`src/rtl/f_fetch_seq.sv`:
```
// Fetch-stage sequencer: owns the F-stage PC, runs one-outstanding imem req/gnt/rvalid, presents F_pc/F_instr/F_valid.
// Latency: zero-wait memory yields one instruction every 2 cycles (ISSUE, HAVE); F_valid rises on the rdata capture edge.
// Backpressure: D_stall freezes the presented fetch in HAVE; npc is sampled only on a consume cycle (HAVE & !D_stall).
module f_fetch_seq #(
    parameter logic [31:0] RESET_PC = 32'h0000_3000,
    parameter logic [31:0] NOP_WORD = 32'h0000_0000
) (
    input  logic        clk,
    input  logic        reset,
    input  logic        D_stall,
    input  logic [31:0] npc,
    output logic        imem_req,
    output logic [31:0] imem_addr,
    input  logic        imem_gnt,
    input  logic        imem_rvalid,
    input  logic [31:0] imem_rdata,
    output logic [31:0] F_pc,
    output logic [31:0] F_instr,
    output logic        F_valid,
    output logic        F_adel,
    output logic [31:0] fetch_cnt
);

    typedef enum logic [1:0] {
        BOOT  = 2'd0,
        ISSUE = 2'd1,
        WAIT  = 2'd2,
        HAVE  = 2'd3
    } state_t;

    state_t      state;
    state_t      state_nxt;
    logic [31:0] pc_q;
    logic [31:0] instr_q;
    logic        valid_q;
    logic        adel_q;
    logic [31:0] cnt_q;

    logic        pc_misaligned;
    logic        capture;
    logic        fault;
    logic        consume;

    assign pc_misaligned = (pc_q[1:0] != 2'b00);

    // State register; reset abandons any fetch in flight and restarts from BOOT.
    always_ff @(posedge clk or negedge reset) begin
        if (!reset) begin
            state <= BOOT;
        end else begin
            state <= state_nxt;
        end
    end

    // Next-state decode; rvalid only matters in WAIT or alongside gnt in ISSUE.
    always_comb begin
        state_nxt = state;
        case (state)
            BOOT:  state_nxt = ISSUE;
            ISSUE: begin
                if (pc_misaligned) begin
                    state_nxt = HAVE;
                end else if (imem_gnt && imem_rvalid) begin
                    state_nxt = HAVE;
                end else if (imem_gnt) begin
                    state_nxt = WAIT;
                end
            end
            WAIT:  if (imem_rvalid) state_nxt = HAVE;
            HAVE:  if (!D_stall) state_nxt = ISSUE;
            default: state_nxt = BOOT;
        endcase
    end

    // Output and strobe decode; imem_addr comes from pc_q only, so npc never reaches it combinationally.
    always_comb begin
        imem_req  = 1'b0;
        imem_addr = pc_q;
        capture   = 1'b0;
        fault     = 1'b0;
        consume   = 1'b0;
        case (state)
            ISSUE: begin
                imem_req = !pc_misaligned;
                fault    = pc_misaligned;
                capture  = !pc_misaligned && imem_gnt && imem_rvalid;
            end
            WAIT:    capture = imem_rvalid;
            HAVE:    consume = !D_stall;
            default: ;
        endcase
    end

    // F-stage datapath: capture the fetched word (or NOP on a fault), advance PC and count on consume.
    always_ff @(posedge clk or negedge reset) begin
        if (!reset) begin
            pc_q    <= RESET_PC;
            instr_q <= NOP_WORD;
            valid_q <= 1'b0;
            adel_q  <= 1'b0;
            cnt_q   <= 32'd0;
        end else begin
            if (capture) begin
                instr_q <= imem_rdata;
                valid_q <= 1'b1;
                adel_q  <= 1'b0;
            end else if (fault) begin
                instr_q <= NOP_WORD;
                valid_q <= 1'b1;
                adel_q  <= 1'b1;
            end else if (consume) begin
                pc_q    <= npc;
                valid_q <= 1'b0;
                adel_q  <= 1'b0;
                cnt_q   <= cnt_q + 32'd1;
            end
        end
    end

    assign F_pc      = pc_q;
    assign F_instr   = instr_q;
    assign F_valid   = valid_q;
    assign F_adel    = adel_q;
    assign fetch_cnt = cnt_q;

endmodule

```
`config.mk`:
```
export PLATFORM = sky130hd
export DESIGN_NAME = f_fetch_seq
export DESIGN_NICKNAME = d
export VERILOG_FILES = /design/src/rtl/f_fetch_seq.sv
export SDC_FILE = /design/constraint.sdc
export NUM_CORES = 1
export LEC_CHECK = 0
export CORE_MARGIN = 4
export CORE_UTILIZATION = 45
export CTS_CLUSTER_SIZE = 16
export DETAILED_ROUTE_END_ITERATION = 8
export GPL_TIMING_DRIVEN = 1
export PLACE_DENSITY = 0.85
export SLEW_MARGIN = 20
export SYNTH_ARGS = -nofsm -noshare
export SYNTH_HDL_FRONTEND = slang
export SYNTH_SLANG_ARGS = --single-unit
```
`constraint.sdc`:
```
create_clock -name clk -period 3.6 [get_ports clk]
set_input_delay 0.72 -clock clk [delete_from_list [all_inputs] [get_ports clk]]
set_output_delay 0.72 -clock clk [all_outputs]
set_load 0.02 [all_outputs]
```
==> results.md <==
- Outcome: finished, final reports clean
- Congestion Overflow GR: 0
- Drt total wl: 11100 µm
- Initial DRC Count: 185
- Rel. slew slack: 35.3%
- Crit-path max FO: 5
- DP Worst Slack: 0.613 ns
- Vias: 3592
- Clock share of power: 14.8%
- Required @ worst endpoint: 2.88 ns
- Core ar.: 9370 µm²
- Seq/Total Area, Yosys: 57.2%
- Avg Synthesized Cell Area: 10.7 µm²
- Clock Tree Root: clkbuf_8
- Async SR Flop Fraction: 100%
- Nets: 648
- Netlist cell types: 36
- Die W: 107 µm
- Comb pwr share: 51.1%
- Initial antenna violation count: 0
- I/O Pins: 200
- Final slew viol count: 0
- Post-synth top area share: 56.0%
- Slew @ Worst Pin: 0.962 ns
- Final setup TNS: 0 ns
- Max Cap Viol: 0
- Startpoint Class: register
- Final clock skew: 0.0119 ns
- Power Density: 796 nW/µm²
- Leakage: 2.93 nW
- Worst Path Arrival: 1.99 ns
- Tcrit/Tclk final: 75.4%
- Primary FF master, synth: dfrtp_1
- Tmin final: 2.71 ns
- PnR worst setup slack: 0.885 ns
- Post-synth top cells: nand2_1 (115), dfrtp_1 (98), a22o_1 (32), buf_4 (32), xnor2_1 (18)
- DRC viols: 0
- Achievable Freq: 368 MHz
- Internal Pwr Total: 3.14 mW
- Gr usage total: 19.8%
- Vias in the first global route: 3665
- EDFF count, synth: 0
- Filler cells: 732
- H-tree levels: 3
- Routed WL per cell: 15.7 µm
- DPL Wire Length: 8290 µm
- Layout cells sized above 1: 5.70%
- CP Class: register to output pin
- Antenna cells: 0
- Register share of total power: 34.1%
- Routed Antenna Nets: 0
- DIE HEIGHT: 107 µm
- TritonCTS clock tree: yes
- Psw: 2.03 mW
- Register bit total from synthesis: 100
- Post-Synthesis Cells: 408
- Die Area: 11400 µm²
- Inserted Clock Buffers: 9
- Most common cell in the netlist: nand2_1
- Clock Sinks: 100
- Later-pin clock latency in the skew report: 0.35 ns
- Initial Util: 46.7%
- Final core occ: 69.3%
- Setup crit end kind: output pin
- Largest net degree at the start of global routing: 50
- RSZ-0062 raised after global routing: no
- Post-synth top area cell: dfrtp_1
- Switching part of the total power: 39.3%
- Post-synth net total: 481
- PortBufs: 199
- Post-synthesis cell area: 4380 µm²
- First-pass GRT wire length: 18300 µm
- Yosys warnings: 0
- Clock tree buffer depth: 2
- GPL Wtd Cong: 0.873
- Hold Vio Cnt, Final: 0
- Ranking of synthesized cells by area: dfrtp_1 (56%), nand2_1 (9.9%), a22o_1 (6.4%)
- DR vias/cell: 5.07
- VDD IR max: 0.000406 V
- Clock transition at the registers of the reported paths: 0.09 ns
- Post_cts resized: 0
- DR pass1 iterations: 4
- Hold/Removal Path Class: input port to async pin
- Endpoints failing setup: 0
- Post-CTS Setup Bufs: 0
- CTS hold repair buffers: 0
- Core Rows: 35
- P&R area growth vs syn: 48.3%
sequential cells by signal, summed over array words and instances (netlist names):
signal and cells:
F_instr 32, F_pc 32, state 2, F_adel 1, fetch_cnt 32, F_valid 1
worst max-delay path: stages (launching register included):
cell	delay, ns
dfrtp_1	0.45
nor2_1	0.39
nand2_1	0.13
inv_1	0.07
clkdlybuf4s50_1	0.61
placed cells by master (no fill, tap or decap), drive strengths merged, types with 2 or more instances in the layout:
cell type / synthesis / routed
and4: 5 / 5
and2: 2 / 2
and3: 5 / 5
clkbuf: 14 / 11
nor4: 7 / 7
dfrtp: 98 / 98
clkinv: 0 / 2
a211oi: 2 / 2
bufinv: 0 / 2
inv: 6 / 6
a22o: 32 / 32
nand2: 115 / 115
nand3: 12 / 12
dfstp: 2 / 2
or4: 2 / 2
clkdlybuf4s50: 0 / 198
xor2: 13 / 13
mux2i: 2 / 2
xnor2: 18 / 18
ha: 4 / 4
nand4: 12 / 12
buf: 35 / 7
nor3: 9 / 9
nor2: 3 / 3
layer usage:
metal / vias to the layer above / GRT usage [%] / wire [µm]
met3: 13 / 5.78 / 984
met5: - / 0 / 0
met1: 1721 / 25.6 / 4710
li1: 1684 / - / -
met4: 0 / 5.84 / 125
met2: 174 / 32.6 / 5270
per-stage QoR:
stage | hold WS (ns) | cells | total power [mW] | instance area [µm²]
global route | 0.409 | 708 | 5.49 | 6490
finish | 0.359 | 708 | 5.17 | 6490
floorplan | 0.424 | 408 | 3.32 | 4380
CTS | 0.381 | 708 | 5.23 | 6490
detailed placement | 0.465 | 693 | 4.45 | 6280
global placement | 0.458 | 693 | 4.38 | 6280
path summary, 6_finish.rpt:
kind | startpoint | to | slack (ns) | depth (start not counted)
min reg2reg | F_pc[13] | F_pc[13] | 0.48 | 2
max | F_pc[1] | imem_req | 0.89 | 4
min | reset | F_instr[2] | 0.36 | 1
max reg2reg | state[0] | fetch_cnt[31] | 1.03 | 6
max in group asynchronous | reset | F_instr[28] | 2.43 | 2
min in group clk | F_pc[13] | F_pc[13] | 0.48 | 2
cells by family after synthesis:
family                     Yosys count  synth area share, %
and+or+nand+nor                    176                 19.6
DFF                                100                 57.2
buffers and inverters               55                 7.66
AOI/OAI and AO/OA                   40                 7.69
xor gates and xnor gates            31                 6.20
adders and majority gates            4                 1.14
muxes                                2                0.457
power by group through the flow:
| stage | Clock [mW] | Combinational, mW | Sequential, mW |
|---|---|---|---|
| after floorplan | 0 | 1.16 | 2.16 |
| after global placement | 0 | 2.61 | 1.77 |
| after detailed placement | 0 | 2.67 | 1.78 |
| after CTS | 0.784 | 2.68 | 1.77 |
| after global routing | 0.830 | 2.83 | 1.83 |
| final | 0.765 | 2.64 | 1.76 |
area by class of cell:
| class | count | area, µm² | share of cell area (%) |
|---|---|---|---|
| repair buffers | 205 | 2030 | 31.3 |
| well taps | 129 | 161 | 2.49 |
| clock buffers | 11 | 141 | 2.18 |
| flip-flops and latches | 100 | 2500 | 38.6 |
| multi-input cells | 253 | 1560 | 23.9 |
| clock inverters | 4 | 73.8 | 1.14 |
| inverters | 6 | 22.5 | 0.347 |
Power figures use the tool's default switching activity.
